==> src/rtl/timer_pkg.sv <==
// Shared defaults and sizing helper for the timer bank and its channels.
package timer_pkg;

   localparam int unsigned DEF_CHANNELS = 4;
   localparam int unsigned DEF_WIDTH    = 11;
   localparam int unsigned DEF_PRESCALE = 4;

   // Index width for a range of n values, never narrower than one bit.
   function automatic int unsigned bits_for(input int unsigned n);
      return (n > 1) ? $clog2(n) : 1;
   endfunction

endpackage

==> src/rtl/timer_channel.sv <==
// One timer channel: loadable down-counter with periodic or one-shot expiry.
module timer_channel
   import timer_pkg::*;
#(
   parameter int unsigned WIDTH = DEF_WIDTH
) (
   input  logic             clk,
   input  logic             reset,
   input  logic             strobe,
   input  logic             load,
   input  logic             halt,
   input  logic [WIDTH-1:0] period,
   input  logic             one_shot,
   output logic             tick,
   output logic             running
);

   logic [WIDTH-1:0] count;
   logic [WIDTH-1:0] reload;
   logic             mode_os;

   // Priority: reset, then load (beats halt and expiry), then halt, then counting.
   // Period 0 wraps to all-ones, giving a full 2^WIDTH strobe period.
   always_ff @(posedge clk) begin
      if (reset) begin
         count   <= '0;
         reload  <= '0;
         mode_os <= 1'b0;
         running <= 1'b0;
         tick    <= 1'b0;
      end else if (load) begin
         count   <= period - WIDTH'(1);
         reload  <= period - WIDTH'(1);
         mode_os <= one_shot;
         running <= 1'b1;
         tick    <= 1'b0;
      end else if (halt) begin
         running <= 1'b0;
         tick    <= 1'b0;
      end else if (running && strobe) begin
         if (count != '0) begin
            count <= count - WIDTH'(1);
            tick  <= 1'b0;
         end else begin
            tick <= 1'b1;
            if (mode_os)
               running <= 1'b0;
            else
               count <= reload;
         end
      end else begin
         tick <= 1'b0;
      end
   end

endmodule

==> src/rtl/timer_bank.sv <==
// Bank of independent timer channels sharing one free-running prescaler.
module timer_bank
   import timer_pkg::*;
#(
   parameter int unsigned CHANNELS = DEF_CHANNELS,
   parameter int unsigned WIDTH    = DEF_WIDTH,
   parameter int unsigned PRESCALE = DEF_PRESCALE
) (
   input  logic                          clk,
   input  logic                          reset,
   input  logic                          start,
   input  logic [bits_for(CHANNELS)-1:0] startChan,
   input  logic [WIDTH-1:0]              startPeriod,
   input  logic                          startOneShot,
   input  logic [CHANNELS-1:0]           stop,
   output logic [CHANNELS-1:0]           tick,
   output logic [CHANNELS-1:0]           running
);

   localparam int unsigned CW = bits_for(CHANNELS);
   localparam int unsigned PW = bits_for(PRESCALE);

   logic [PW-1:0] presc;
   logic          strobe;

   always_ff @(posedge clk) begin
      if (reset)
         presc <= '0;
      else if (presc == PW'(PRESCALE - 1))
         presc <= '0;
      else
         presc <= presc + PW'(1);
   end

   always_comb begin
      strobe = (presc == '0);
   end

   // An out-of-range startChan matches no channel index, so it is dropped.
   for (genvar i = 0; i < CHANNELS; i++) begin : g_ch
      logic load;

      always_comb begin
         load = start && (startChan == CW'(i));
      end

      timer_channel #(
         .WIDTH(WIDTH)
      ) u_ch (
         .clk      (clk),
         .reset    (reset),
         .strobe   (strobe),
         .load     (load),
         .halt     (stop[i]),
         .period   (startPeriod),
         .one_shot (startOneShot),
         .tick     (tick[i]),
         .running  (running[i])
      );
   end

endmodule

==> config.mk <==
export PLATFORM = sky130hd
export DESIGN_NAME = timer_bank
export DESIGN_NICKNAME = d
export VERILOG_FILES = /design/src/rtl/timer_pkg.sv /design/src/rtl/timer_channel.sv /design/src/rtl/timer_bank.sv
export SDC_FILE = /design/constraint.sdc
export NUM_CORES = 1
export LEC_CHECK = 0
export CAP_MARGIN = 20
export CELL_PAD_IN_SITES_DETAIL_PLACEMENT = 0
export CELL_PAD_IN_SITES_GLOBAL_PLACEMENT = 2
export CORE_ASPECT_RATIO = 0.75
export CORE_MARGIN = 1
export CORE_UTILIZATION = 37
export DETAILED_ROUTE_END_ITERATION = 10
export HOLD_SLACK_MARGIN = 0.03
export PLACE_DENSITY_LB_ADDON = 0.12
export SLEW_MARGIN = 20
export SYNTH_ARGS = -nofsm -noshare
export SYNTH_HDL_FRONTEND = slang
export SYNTH_SLANG_ARGS = --single-unit
==> constraint.sdc <==
create_clock -name clk -period 2.1 [get_ports clk]
set_input_delay 0.42 -clock clk [delete_from_list [all_inputs] [get_ports clk]]
set_output_delay 0.42 -clock clk [all_outputs]
set_load 0.005 [all_outputs]
After elaboration in Yosys (flattened, before gate mapping)
Cells that the tools add are included.
- register bits: 102
- output and inout port bits: 8
- logic and storage cells: 130
- bits of input ports: 21
- add/subtract/negate cells: 6
- bitwise logic cells: 4
- muxes and demuxes: 44
- reductions and logical operators: 39
- equality and inequality tests: 16
- operators by type and width (cell ; count):
    two-way mux 11 bit ; 20
    subtractor 11 x 1 -> 11 bit, second input constant ; 5
    nonzero test 11 bit ; 4
    two-way mux 1 bit ; 24
    != test 3 bit, second input constant ; 8
    AND reduction 3 bit ; 8
    nonzero test 3 bit ; 8
    OR reduction 4 bit ; 4
    logical AND 1 bit ; 8
    != test 2 x 1 -> 1 bit, second input constant ; 4
    nonzero test 2 bit ; 4
    == test 2 bit, second input constant ; 3
    zero test 2 bit ; 2
    inverter 1 bit ; 4
    adder 2 x 1 -> 2 bit, second input constant ; 1
    == test 2 x 1 -> 1 bit, second input constant ; 1
    OR reduction 2 bit ; 1

Logic depth before layout (Yosys ltp)
- depth after elaboration: 5
- depth in mapped cells: 8
- mapped depth without buffers: 7

By module
A second synthesis with hierarchy kept.
- cell total of the unflattened synthesis: 753
- area total of the unflattened synthesis: 6211.0 sq um
- modules (own cells, without submodules) (module ; sequential area each (sq um) ; cells each ; area an instance (sq um) ; times used):
    timer_channel (g_ch[0].u_ch ...) ; 500.5 ; 186 ; 1532.7 ; 3
    timer_channel (g_ch[3].u_ch) ; 500.5 ; 183 ; 1490.2 ; 1
    timer_bank ; 40.0 ; 12 ; 122.6 ; 1

Least setup slack after synthesis
OpenSTA, ideal clock, no wires.
- path kind: in2reg
- from: input startChan[0]
- to: register g_ch[1].u_ch.count[8]
- setup time: 96 ps
- required time: 2004 ps
- buffers on the path: 2
- slack: 245 ps
- cell stages on the path: 7
- arrival time: 1759 ps
- cells stage by stage: clkbuf_1 and3b_1 buf_6 or3_4 or2_4 a211o_1 o311ai_1
- word-level cells in the longest chain between the ends: 4
- elaborated cells on any way between the ends: 7
- classes of those cells: 3 x eq/ne; 1 x mux; 3 x reduce/logical
- RTL lines (item ; line ; RTL):
    start, declared ; timer_bank.sv:12 ; input logic [bits_for(CHANNELS)-1:0] startChan,
    == test 2 x 1 -> 1 bit * ; timer_bank.sv:44 ; load = start && (startChan == CW'(i));
    logical AND 1 bit * ; timer_bank.sv:44 ;
    != test 3 bit (no line) (tied with other cells) ; n/a ;
    AND reduction 3 bit (no line) ; n/a ;
    end signal, assigned ; timer_channel.sv:32 ; count <= period - WIDTH'(1);
    end signal, assigned ; timer_channel.sv:42 ; count <= count - WIDTH'(1);
    end signal, assigned ; timer_channel.sv:49 ; count <= reload;
    end, declared ; timer_channel.sv:18 ; logic [WIDTH-1:0] count;
Mark *: on every way between the ends. The rest lies on a longest branch, timed or not.
A chain may end at the register's enable or synchronous reset.

Final worst setup path
- from: input startPeriod[1]
- to: register g_ch[3].u_ch.count[2]
- word-level cells in the longest chain between the ends: 2
- RTL lines (item ; line ; RTL):
    start, declared ; timer_bank.sv:13 ; input logic [WIDTH-1:0] startPeriod,
    subtractor 11 x 1 -> 11 bit ; timer_channel.sv:32 ;
    two-way mux 11 bit ; timer_channel.sv:31 ; end else if (load) begin
    end signal, assigned ; timer_channel.sv:32 ;
    end signal, assigned ; timer_channel.sv:42 ;
    end signal, assigned ; timer_channel.sv:49 ;
    end, declared ; timer_channel.sv:18 ;
No other way between the ends.

==> impl_metrics.json <==
{
  "status": "finished, final reports clean",
  "grt_antenna_before_repair": 0,
  "numCtsBuffers": 9,
  "rrSetupSlack_ns": 0.14,
  "clk-insertion-delay-late_ns": 0.35,
  "placed_cells": 955,
  "synth_top_family_by_area": "simple AND/OR/NAND/NOR gates",
  "max-vdd-ir-drop_v": 0.000435,
  "synthToLayoutAreaGrowth_pct": 25.8,
  "netlist.area_leader.share_pct": 36.6,
  "worstPathCellList": "clkdlybuf4s50_1 > inv_1 > ha_1 > buf_4 > xor2_1 > buf_4 > nand2_1 > a31oi_1",
  "worst_pin_slew_ns": 0.524,
  "cts_max_level": 3,
  "synthArstFlopShare_pct": 0,
  "final_area_um2": 7010,
  "pin_count": 29,
  "arrival_ns": 2.27,
  "totalWireLength_mm": 17.2,
  "final_common_cell": "buf_4",
  "gp_congestion": 0.894,
  "die_y_um": 108,
  "max_stage_delay_ns": 0.50,
  "clock_sinks": 102,
  "grt.overflow.total": 0,
  "final_cell_mix": "buf_4, dfxtp_1, nor2_1, nand2_1, a21oi_1",
  "criticalPathCategory": "input pin to register",
  "synth_compound_area_share_pct": 22.2,
  "endpoint_kind": "register",
  "clockBufferDepth": 2,
  "clk_pin_slew_worst_paths_ns": 0.07,
  "synth_cells": 668,
  "synth-seq-cells": 102,
  "yosys_warnings": 0,
  "cpMostUsedCell": "buf_4",
  "num-fill-cells": 1447,
  "fin_crit_sh_pct": 94.9,
  "path_delay_family": "buffers and inverters",
  "portBuffers": 28,
  "vias": 5309,
  "drive_above_1_share_pct": 19.7,
  "first_pass_iters": 4,
  "power.leakage_uw": 0.00268,
  "seqCellArea_um2": 2040,
  "cts-root-buf": "clkbuf_16",
  "first_global_vias": 5083,
  "grt_max_degree": 38,
  "yosysSeqAreaShare_pct": 36.6,
  "cts_tree": "yes",
  "start_util_pct": 38.2,
  "drv_slew": 0,
  "wl_per_cell_um": 17.8,
  "fin_setup_tns_ns": 0,
  "final_cells": 970,
  "grt_pass1_wl_mm": 27.4,
  "synthXorXnorAreaFrac_pct": 5.81,
  "synth_edf_count": 0,
  "clock-skew-final_ns": 0.00340,
  "syn-num-nets": 700,
  "crit_fanout": 3,
  "synth_area_leader_cell": "dfxtp_1",
  "grt_use_total_pct": 23.3,
  "yosys.area_share.simple_pct": 25.7,
  "min-delay-path-class": "input pin to register",
  "core_um2": 14600,
  "grt_setup_unrepaired": "true",
  "drc": 0,
  "slew_headroom_pct": 64.9,
  "drv_cap": 0,
  "synth.avg_cell_area_um2": 8.35,
  "timing.fmax_mhz": 502,
  "cellPowerDensity_nw_per_um2": 724,
  "nets": 798,
  "cp_slowest_cell": "clkdlybuf4s50_1",
  "place_hpwl_mm": 13.0,
  "dpl_cell_area_um2": 6690,
  "synth_adder_area_share_pct": 2.47,
  "multi_input_area_um2": 3260,
  "hold_viol": 0,
  "cts_hold_buffers": 0,
  "dieArea_um2": 15600,
  "worstSetupStartpointType": "input pin",
  "muxShareOfSynthArea_pct": 1.84,
  "ys_types": 68,
  "synth.area.top_cells": "dfxtp_1, nor2_1, a211oi_1",
  "insertedDiodeCount": 0,
  "die_w_um": 144,
  "final-setup-viol-count": 0,
  "viasPerCell": 5.47,
  "worst-path-buf-inv": 4,
  "rows": 38,
  "antenna_left": 0,
  "min_period_ns": 1.99,
  "worstPathRequired_ns": 2.37,
  "synth-main-ff-cell": "dfxtp_1",
  "syn_area_um2": 5580,
  "drt_iter0_markers": 337,
  "power_uw": 5080
}
==> cells in the mapped netlist (4+ instances only) <==
master,count
dfxtp_1,102
and3_1,5
a31oi_1,10
buf_2,4
inv_1,16
xnor2_1,21
or4_1,4
a211oi_1,36
o211ai_1,20
a21oi_1,43
nand2_1,63
a2bb2oi_1,4
nor4_1,6
nand3_1,21
nand4_1,4
ha_1,11
nand2b_1,8
nor2b_1,6
nor3b_1,8
buf_4,8
a211o_1,4
mux2i_1,8
nor2_1,83
a221o_1,6
a22oi_1,15
xor2_1,16
nor3_1,15
nor4_2,4
clkbuf_1,30
nand3b_1,9
o22ai_1,9
o21ai_0,6
==> layer usage <==
metal	vias up	part of all wire [%]	global-route usage, %
met1	2560	49	32.0
met2	98	46	38.3
met3	16	3.9	3.76
li1	2635	-	-
met5	-	0	0
met4	0	1.0	5.09
==> final timing paths <==
path / endpoint / depth (start not counted) / start
max reg2reg: g_ch[0].u_ch.count[6] / 8 / g_ch[0].u_ch.count[0]
min: g_ch[0].u_ch.reload[2] / 2 / reset
min reg2reg: presc[0] / 1 / presc[0]
max: g_ch[3].u_ch.count[2] / 8 / startPeriod[1]
==> power by group <==
| part | switching [µW] | total, µW | internal [µW] |
|---|---|---|---|
| clock network | 749 | 1700 | 948 |
| logic | 695 | 1270 | 573 |
| registers | 88.3 | 2110 | 2020 |
| total | 1530 | 5080 | 3540 |
==> state kept, by name (all words and copies together) (netlist names) <==
register / count
g_ch.u_ch.count: 44
g_ch.u_ch.running: 4
g_ch.u_ch.reload: 44
g_ch.u_ch.mode_os: 4
presc: 2
g_ch.u_ch.tick: 4
==> stage by stage <==
stage	util, %	worst slack, ns	hold slack, ns
global route	48.0	-0.00690	0.405
detailed placement	45.9	-0.284	0.448
CTS	47.8	0.0247	0.392
global placement	45.9	-0.246	0.437
finish	48.0	0.108	0.399
floorplan	-	0.245	0.429
==> cell families after synthesis <==
kind of cell             Yosys count
AND/OR/NAND/NOR                  266
flip-flops                       102
adder cells (fa/ha/maj)           11
XOR/XNOR                          37
buffers and inverters             64
multiplexers                      10
AO/OA/AOI/OAI                    178
==> cell type report <==
cell class,instances,share of cell area [%]
Clock inverter,4,0.678
Sequential cell,102,29.1
Tap cell,200,3.57
Multi-Input combinational cell,502,46.5
Inverter,16,0.856
Clock buffer,11,3.46
Timing Repair Buffer,135,15.8
==> timing repair <==
action                                  CTS  global route
endpoints found under the setup margin    0            24
gates resized for setup                   0             5
buffers inserted                          0             0
Note: power is estimated with default switching activity, not from simulation.
